$ cat config.mk
export PLATFORM = sky130hd
export DESIGN_NAME = clause_db_arbiter
export DESIGN_NICKNAME = d
export VERILOG_FILES = /design/src/rtl/clause_db_pkg.sv /design/src/rtl/clause_db_arbiter_rr_picker.sv /design/src/rtl/clause_db_arbiter.sv
export SDC_FILE = /design/constraint.sdc
export NUM_CORES = 1
export LEC_CHECK = 0
export ABC_AREA = 1
export CORE_MARGIN = 5
export CORE_UTILIZATION = 29
export CTS_CLUSTER_SIZE = 16
export DETAILED_ROUTE_END_ITERATION = 6
export GPL_ROUTABILITY_DRIVEN = 0
export PLACE_DENSITY_LB_ADDON = 0.3
export SLEW_MARGIN = 10
export SYNTH_ARGS = -nofsm -noshare
export SYNTH_HDL_FRONTEND = slang
export SYNTH_HIERARCHICAL = 1
export SYNTH_SLANG_ARGS = --single-unit
$ cat constraint.sdc
create_clock -name clock -period 2 [get_ports clock]
set_input_delay 0.5 -clock clock [delete_from_list [all_inputs] [get_ports clock]]
set_output_delay 0.5 -clock clock [all_outputs]
set_load 0.01 [all_outputs]
$ cat src/rtl/clause_db_pkg.sv
// Shared types and constants for the clause database arbiter.
//   state_t          : arbiter FSM state (IDLE, ACCESS)
//   DEF_DATA_SIZE    : default clause word width
//   DEF_ADDRESS_SIZE : default database address width
//   id_w()           : requester-id width for a given requester count
package clause_db_pkg;

  typedef enum logic {
    IDLE   = 1'b0,
    ACCESS = 1'b1
  } state_t;

  localparam int DEF_DATA_SIZE    = 8;
  localparam int DEF_ADDRESS_SIZE = 8;

  // A single requester still needs a 1-bit id so the vectors stay legal.
  function automatic int id_w(input int n);
    return (n > 1) ? $clog2(n) : 1;
  endfunction

endpackage

$ cat src/rtl/clause_db_arbiter_rr_picker.sv
// Round-robin picker (combinational).
//   elig  : eligible requester vector
//   ptr   : index with highest priority this cycle
//   grant : one-hot winner (zero when nothing is eligible)
//   id    : binary winner index (zero when nothing is eligible)
module rr_picker #(
  parameter int NUM_REQ = 2,
  parameter int ID_W    = 1
) (
  input  logic [NUM_REQ-1:0] elig,
  input  logic [ID_W-1:0]    ptr,
  output logic [NUM_REQ-1:0] grant,
  output logic [ID_W-1:0]    id
);

  logic [NUM_REQ-1:0] rot;
  logic               found;
  int                 sel;

  always_comb begin
    // Rotate so that bit k of rot is requester (ptr+k) mod NUM_REQ.
    rot   = NUM_REQ'({elig, elig} >> ptr);
    found = 1'b0;
    sel   = 0;
    for (int k = 0; k < NUM_REQ; k++) begin
      if (!found && rot[k]) begin
        found = 1'b1;
        sel   = int'(ptr) + k;
      end
    end
    if (sel >= NUM_REQ) sel = sel - NUM_REQ;
    id    = found ? ID_W'(sel) : '0;
    grant = found ? (NUM_REQ'(1) << id) : '0;
  end

endmodule

$ cat src/rtl/clause_db_arbiter.sv
// Round-robin arbiter sharing the single-port clause database between
// NUM_REQ requesters, sequencing its active-low mem_request / mem_work
// handshake.
//   clock, reset          : clock, synchronous active-low reset
//   req, we               : per-requester level request and write(1)/read(0)
//   req_addr, req_wdata   : packed per-requester address / write data
//   ack, err, rdata       : one-hot completion pulse, timeout flag, read data
//   busy                  : high while an access is outstanding
//   mem_request, data_read, data_write, address, d_in : database command
//   d_out, mem_work       : database read data and ready/op-complete
module clause_db_arbiter
  import clause_db_pkg::*;
#(
  parameter int NUM_REQ      = 2,
  parameter int DATA_SIZE    = DEF_DATA_SIZE,
  parameter int ADDRESS_SIZE = DEF_ADDRESS_SIZE,
  parameter int TIMEOUT      = 8
) (
  input  logic                            clock,
  input  logic                            reset,
  input  logic [NUM_REQ-1:0]              req,
  input  logic [NUM_REQ-1:0]              we,
  input  logic [NUM_REQ*ADDRESS_SIZE-1:0] req_addr,
  input  logic [NUM_REQ*DATA_SIZE-1:0]    req_wdata,
  output logic [NUM_REQ-1:0]              ack,
  output logic                            err,
  output logic [DATA_SIZE-1:0]            rdata,
  output logic                            busy,
  output logic                            mem_request,
  output logic                            data_read,
  output logic                            data_write,
  output logic [ADDRESS_SIZE-1:0]         address,
  output logic [DATA_SIZE-1:0]            d_in,
  input  logic [DATA_SIZE-1:0]            d_out,
  input  logic                            mem_work
);

  localparam int ID_W  = id_w(NUM_REQ);
  localparam int CNT_W = $clog2(TIMEOUT);

  state_t             state;
  logic [ID_W-1:0]    ptr, win, gid;
  logic [CNT_W-1:0]   cnt;
  logic [NUM_REQ-1:0] elig, grant;
  logic               done, tmo;

  logic [NUM_REQ-1:0][ADDRESS_SIZE-1:0] addr_v;
  logic [NUM_REQ-1:0][DATA_SIZE-1:0]    data_v;

  assign addr_v = req_addr;
  assign data_v = req_wdata;

  // A requester being acked this cycle is still holding its old request
  // level; masking it stops the same command from being issued twice.
  assign elig = req & ~ack;

  rr_picker #(.NUM_REQ(NUM_REQ), .ID_W(ID_W)) u_pick (
    .elig (elig),
    .ptr  (ptr),
    .grant(grant),
    .id   (gid)
  );

  assign done = !mem_work;
  assign tmo  = (cnt == CNT_W'(TIMEOUT - 1));

  always_ff @(posedge clock) begin
    if (!reset) begin
      state       <= IDLE;
      ptr         <= '0;
      win         <= '0;
      cnt         <= '0;
      ack         <= '0;
      err         <= 1'b0;
      rdata       <= '0;
      busy        <= 1'b0;
      mem_request <= 1'b1;
      data_read   <= 1'b0;
      data_write  <= 1'b0;
      address     <= '0;
      d_in        <= '0;
    end else begin
      ack <= '0;
      err <= 1'b0;
      case (state)
        IDLE: begin
          // mem_work must be a clean 1; X or 0 after reset never issues.
          if (mem_work == 1'b1 && |grant) begin
            win         <= gid;
            address     <= addr_v[gid];
            d_in        <= data_v[gid];
            mem_request <= 1'b0;
            data_write  <= we[gid];
            data_read   <= !we[gid];
            busy        <= 1'b1;
            cnt         <= '0;
            state       <= ACCESS;
          end
        end
        ACCESS: begin
          if (done || tmo) begin
            // Completion and timeout share the release; only a completed
            // read updates rdata, and err marks the abort.
            if (done && data_read) rdata <= d_out;
            err         <= !done;
            ack         <= NUM_REQ'(1) << win;
            ptr         <= (win == ID_W'(NUM_REQ - 1)) ? '0 : win + 1'b1;
            mem_request <= 1'b1;
            data_read   <= 1'b0;
            data_write  <= 1'b0;
            busy        <= 1'b0;
            state       <= IDLE;
          end else begin
            cnt <= cnt + 1'b1;
          end
        end
        default: state <= IDLE;
      endcase
    end
  end

endmodule

# Yosys cells after proc, flatten, opt, wreduce, memory -nomap -nowiden
# Index checks and enable logic that the tools add are counted.
[totals]
elab_cells = 73
regBits = 37
inputBits = 47
output_inout_bits = 31
[classes]
n_reduce_logical = 14
bitwise = 3
shift = 3
addsub = 4
mux = 30
n_lt_le_gt_ge = 2
n_eq_ne = 4
[op_table]
columns = ["cell", "count"]
rows = [
  ["$mux W8", 4],
  ["$mux W1", 16],
  ["$pmux W1 S2", 5],
  ["$reduce_and A2 Y1", 4],
  ["$mux W3", 2],
  ["$pmux W3 S2", 1],
  ["$reduce_and A3 Y1", 2],
  ["$mux W2", 2],
  ["$ne A2 B2 Y1 const B", 2],
  ["$shl A1 B1 Y2 const A", 2],
  ["$shr A4 B1 Y2", 1],
  ["$add A3 B1 Y3 const B", 1],
  ["$eq A3 B3 Y1 const B", 1],
  ["$logic_and A1 B1 Y1", 3],
  ["$logic_not A1 Y1", 3],
  ["$add A1 B1 Y2 const B", 1],
  ["$and A2 B2 Y2", 1],
  ["$ge A2 B2 Y1 const B", 1],
  ["$lt A1 B2 Y1 const B", 1],
  ["$ne A2 B1 Y1 const B", 1],
  ["$not A2 Y2", 1],
  ["$reduce_or A2 Y1", 1],
  ["$add A1 B1 Y1 const B", 1],
  ["$logic_or A1 B1 Y1", 1],
  ["2 further kinds", 2],
]

# Logic depth before layout (Yosys ltp)
[logic_depth]
word_depth = 16
ltp_mapped = 12

# Cells and area by module
# Netlist, hierarchy kept.
[modules_own_cells]
columns = ["module", "instances", "area_per_inst_um2", "cells_each"]
rows = [
  ["clause_db_arbiter", 1, 1600.3, 235],
  ["rr_picker", 1, 27.5, 6],
]

# Worst setup path after synthesis
# Ideal clock, no wire load.
[synth_timing]
path_kind = "input-to-reg"
from = "input req[1]"
to = "register address[5]"
arrival_ps = 1367
path_buffers = 2
slack_ps = 501
stages = 9
required_time_ps = 1868
cell_sequence = "inv_1 -> nor2_1 -> nand2_1 -> nand2_1 -> buf_2 -> clkbuf_1 -> o21ai_0 -> nand2_1 -> a21oi_1"
[synth_between]
elab_chain_cells = 14
word_cells_on_any_way = 19
cone_classes = "1 x add/sub; 1 x order compare; 2 x shift; 9 x mux; 1 x bitwise; 5 x reduce/logical"
[synth_rtl]
columns = ["item", "line", "source"]
rows = [
  ["from (decl)", "clause_db_arbiter.sv:21", "input logic [NUM_REQ-1:0] req,"],
  ["$and A2 B2 Y2 *", "clause_db_arbiter.sv:55", "assign elig = req & ~ack;"],
  ["via elig[1]", "clause_db_arbiter.sv:44", "logic [NUM_REQ-1:0] elig, grant;"],
  ["$shr A4 B1 Y2 *", "clause_db_arbiter_rr_picker.sv:22", "rot = NUM_REQ'({elig, elig} >> ptr);"],
  ["$mux W1", "clause_db_arbiter_rr_picker.sv:26", "if (!found && rot[k]) begin"],
  ["$logic_not A1 Y1", "clause_db_arbiter_rr_picker.sv:26", ""],
  ["$logic_and A1 B1 Y1", "clause_db_arbiter_rr_picker.sv:26", ""],
  ["$mux W2", "clause_db_arbiter_rr_picker.sv:26", ""],
  ["$ge A2 B2 Y1 / $sub A1 B1 Y1 (equally long branches)", "clause_db_arbiter_rr_picker.sv:31", "if (sel >= NUM_REQ) sel = sel - NUM_REQ;"],
  ["$mux W1", "clause_db_arbiter_rr_picker.sv:31", ""],
  ["$mux W1 *", "clause_db_arbiter_rr_picker.sv:32", "id = found ? ID_W'(sel) : '0;"],
  ["via gid", "clause_db_arbiter.sv:42", "logic [ID_W-1:0] ptr, win, gid;"],
  ["$shl A1 B1 Y2", "clause_db_arbiter_rr_picker.sv:33", "grant = found ? (NUM_REQ'(1) << id) : '0;"],
  ["$mux W2", "clause_db_arbiter_rr_picker.sv:33", ""],
  ["$reduce_or A2 Y1", "clause_db_arbiter.sv:88", "if (mem_work == 1'b1 && |grant) begin"],
  ["$logic_and A1 B1 Y1", "clause_db_arbiter.sv:88", ""],
  ["$reduce_and A2 Y1 (no line)", "--", ""],
  ["to (signal assigned)", "clause_db_arbiter.sv:90", "address <= addr_v[gid];"],
  ["to (decl)", "clause_db_arbiter.sv:32", "output logic [ADDRESS_SIZE-1:0] address,"],
]
# Mark *: on every way through the listed nets, which the timed path passes. The rest lies on a longest branch. The select of a mux whose other input is x is not followed.
# A chain may end at the register's enable or synchronous reset.

# Final worst setup path
[layout_timing]
from = "input req[1]"
to = "register data_read"
[layout_between]
elab_chain_cells = 15
word_cells_on_any_way = 23
cone_classes = "1 x add/sub; 1 x order compare; 1 x eq/ne; 2 x shift; 11 x mux; 1 x bitwise; 6 x reduce/logical"
[layout_rtl]
columns = ["item", "line", "source"]
rows = [
  ["$and A2 B2 Y2 *", "clause_db_arbiter.sv:55", ""],
  ["via elig[1]", "clause_db_arbiter.sv:44", ""],
  ["$shr A4 B1 Y2 *", "clause_db_arbiter_rr_picker.sv:22", ""],
  ["$mux W1", "clause_db_arbiter_rr_picker.sv:26", ""],
  ["$logic_not A1 Y1", "clause_db_arbiter_rr_picker.sv:26", ""],
  ["$logic_and A1 B1 Y1", "clause_db_arbiter_rr_picker.sv:26", ""],
  ["$mux W2", "clause_db_arbiter_rr_picker.sv:26", ""],
  ["$ge A2 B2 Y1 / $sub A1 B1 Y1 (equally long branches)", "clause_db_arbiter_rr_picker.sv:31", ""],
  ["$mux W1", "clause_db_arbiter_rr_picker.sv:31", ""],
  ["$mux W1 *", "clause_db_arbiter_rr_picker.sv:32", ""],
  ["via gid", "clause_db_arbiter.sv:42", ""],
  ["$shl A1 B1 Y2", "clause_db_arbiter_rr_picker.sv:33", ""],
  ["$mux W2", "clause_db_arbiter_rr_picker.sv:33", ""],
  ["$reduce_or A2 Y1", "clause_db_arbiter.sv:88", ""],
  ["$logic_and A1 B1 Y1", "clause_db_arbiter.sv:88", ""],
  ["$ne A2 B2 Y1 (no line)", "--", ""],
  ["$reduce_and A2 Y1 (no line)", "--", ""],
  ["to (signal assigned)", "clause_db_arbiter.sv:94", "data_read <= !we[gid];"],
  ["to (decl)", "clause_db_arbiter.sv:30", "output logic data_read,"],
]
# Marked as above.

==> metrics.md <==
| Metric | Value |
|---|---|
| Final setup fails | 0 |
| Sum of negative setup slack | 0 ns |
| Worst r2r dst | cnt[1] |
| Final Power | 1.69 mW |
| Vias in the first global route | between 1500 and 2000 |
| Critical Path Max Stage Delay | roughly 0.45 ns |
| Drt total wl | 4220 um |
| Critical path peak fanout | 21 |
| Leakage | 1.11 nW |
| Crit path cell chain | clkdlybuf4s50_1 -> inv_1 -> nor2_1 -> nand2_1 -> nand2_1 -> buf_4 -> nand2_1 -> o21ai_0 -> nand2_1 -> nand2_1 -> nor2_1 |
| Final Hold Violating Endpoints | 0 |
| Die ar. | 7210 sq um |
| Cell count after synthesis | between 200 and 250 |
| # rows | 27 |
| Die X | 84.9 um |
| Vias | 1700 |
| Hold depth | 2 |
| Vias/cell | 4.28 |
| Vert. Die Dim | 84.9 um |
| R2R Setup Slk | around 0.58 ns |
| Largest net degree at the start of global routing | 22 |
| Core region area | 5470 sq um |
| Status | finished, final reports clean |
| Least-Margin Pin Slew | 0.250 ns |
| Drt wl/cell | 10.6 um |
| Mapped Area | ~1600 sq um |
| Port Buffers | 77 |
| Hold buffers post-CTS | 0 |
| Layout cells sized above 1 | 0.0585 |
| Syn avg cell area | between 6 and 7 sq um |
| # Max-Cap Violations | 0 |
| DR pass1 iterations | 4 |
| Sequential fraction of the synthesis area | 0.455 |
| Clk slew on worst S/H paths | approximately 0.070 ns |
| Root Buffer | clkbuf_8 |
| Nets | 374 |
| Final WS setup | between 0.2 and 0.25 ns |
| First-pass GRT wire length | 6850 um |
| CTS H-tree depth | 2 |
| Initial drt markers | 43 |
| I/O Pins | 78 |
| Worst r2r src | cnt[0] |
| Relative slew slack | 0.833 |
| Hold endpoint | mem_request |
| Max VDD drop | 0.325 mV |
| Worst reg-to-reg path cell count | 6 |
| Most used cell along the critical path | nand2_1 |
| Endpoint class of the critical path | flop |
| Post-Place Cells | 390 |
| Initial antenna violation count | 0 |
| Fmax | between 500 and 600 MHz |
| Synth warn | 6 |
| Initial core utilization | 0.297 |
| Worst-Skew Late Latency | 0.28 ns |
| Slowest CP cell | clkdlybuf4s50_1 |
| Setup WS pre-CTS | -0.0656 ns |
| Slew Limit Fails | 0 |
| Final HPWL from detailed placement | 3360 um |
| Hold Crit Class | flop to flop |
| Critical path data required time | 2.18 ns |
| Final Util | 0.474 |
| Total track usage | 0.116 |
| Setup Fix Bufs, Post-CTS | 0 |
| CTS sink count | 37 |
| Min Tclk post-route | 1.77 ns |
| Post-CTS resize count | 0 |
| Min-Delay Startpoint | mem_request |
| Arrival time of the worst setup path | slightly below 2 ns |
| Library cells used by synthesis | 14 |
| Syn nets | 290 |
| Clock skew | 0.00406 ns |
| RSZ-0062 raised after global routing | no |
| Antenna cells | 0 |
| GR Overflow Total | 0 |
| Inserted Clock Buffers | 5 |
| TritonCTS clock tree | done |
| Clock buffer depth | 2 |
| Final ANT Viol Nets | 0 |
| CP startpoint kind | input port |
| Crit Path Class | input port to flop |
| #FFs+latches synth | 37 |
| Cell Pwr Density | 651 nW/um^2 |
| # DRC | 0 |
| Layout area overhead | 59.5% |
| Period utilization | 0.887 |
| Fin cells | 397 |
[power breakdown]
part	switching [mW]	internal, mW
logic	0.158	0.207
registers	0.0247	0.780
clock network	0.248	0.273
[critical path: cells and delay by family]
family	cells	cell delay, ns
buf+inv	3	0.73
simple gates	7	0.65
compound gates	1	0.08
[cells in the final DEF, fill, tap and decap left out]
cell             netlist  routed
a21oi_1               23      23
a21boi_0               2       2
nand2_1               69      69
clkbuf_8               0       6
inv_1                 32      32
ha_1                   2       2
o21ai_0               27      27
nand3_1                6       6
clkdlybuf4s50_1        0      77
clkbuf_1               4       1
nor2_1                30      30
nand2_2                1       1
buf_4                  3      12
dfxtp_1               37      37
[cell type report]
type,instances,area (sq um)
Clock buffer,7,86.3
Multi-Input combinational cell,160,698
Fill cell,567,2880
Tap cell,72,90.1
Sequential cell,37,741
Inverter,32,120
Timing Repair Buffer,89,861
[flip-flops by register name (all words and copies together) (netlist names)]
| name | cells |
|---|---|
| d_in | 8 |
| ack | 2 |
| busy | 1 |
| win | 1 |
| address | 8 |
| data_write | 1 |
| ptr | 1 |
| mem_request | 1 |
| cnt | 3 |
| err | 1 |
| data_read | 1 |
| state | 1 |
| rdata | 8 |
[kinds of logic (layout without fill, tap and decap cells)]
family                   Yosys count  after routing  share of synthesized area
AO/OA/AOI/OAI                     52             52                      0.163
adder cells (fa/ha/maj)            2              2                     0.0154
AND/OR/NAND/NOR                  106            106                      0.251
flip-flops                        37             37                      0.455
buffers and inverters             44            128                      0.116
[how the worst max path moves through the flow]
stage | from | end | slack [ns]
after detailed placement | req[1] | data_read | -0.07
after global placement | req[1] | data_read | -0.04
after CTS | req[1] | data_read | 0.23
after global routing | req[1] | data_write | 0.07
after floorplan | req[1] | address[5] | 0.50
final | req[1] | data_read | 0.23
[synth_stat cells]
master / n / share of area
nand2_1: 69 / 0.16
dfxtp_1: 37 / 0.46
inv_1: 32 / 0.074
nor2_1: 30 / 0.069
o21ai_0: 27 / 0.083
a21oi_1: 23 / 0.071
nand3_1: 6 / 0.018
buf_2: 4 / 0.012
clkbuf_1: 4 / 0.0092
buf_4: 3 / 0.014
a21boi_0: 2 / 0.0092
ha_1: 2 / 0.015
buf_6: 1 / 0.0069
nand2_2: 1 / 0.0038
[through the flow]
step | hold slack, ns | instance area, sq um
final | 0.459 | 2600
after detailed placement | 0.453 | 2510
after global placement | 0.449 | 2510
after CTS | 0.466 | 2600
after floorplan | 0.423 | 1630
after global routing | 0.476 | 2600
[layer usage]
metal / vias up / GRT usage / share of wire / wire (um)
met5: - / 0 / 0 / 0
met4: 0 / 0.0518 / 0.018 / 75
met3: 5 / 0.0437 / 0.088 / 370
met2: 56 / 0.192 / 0.47 / 1990
met1: 731 / 0.134 / 0.42 / 1790
li1: 908 / - / - / -
Power figures use the tool's default switching activity.
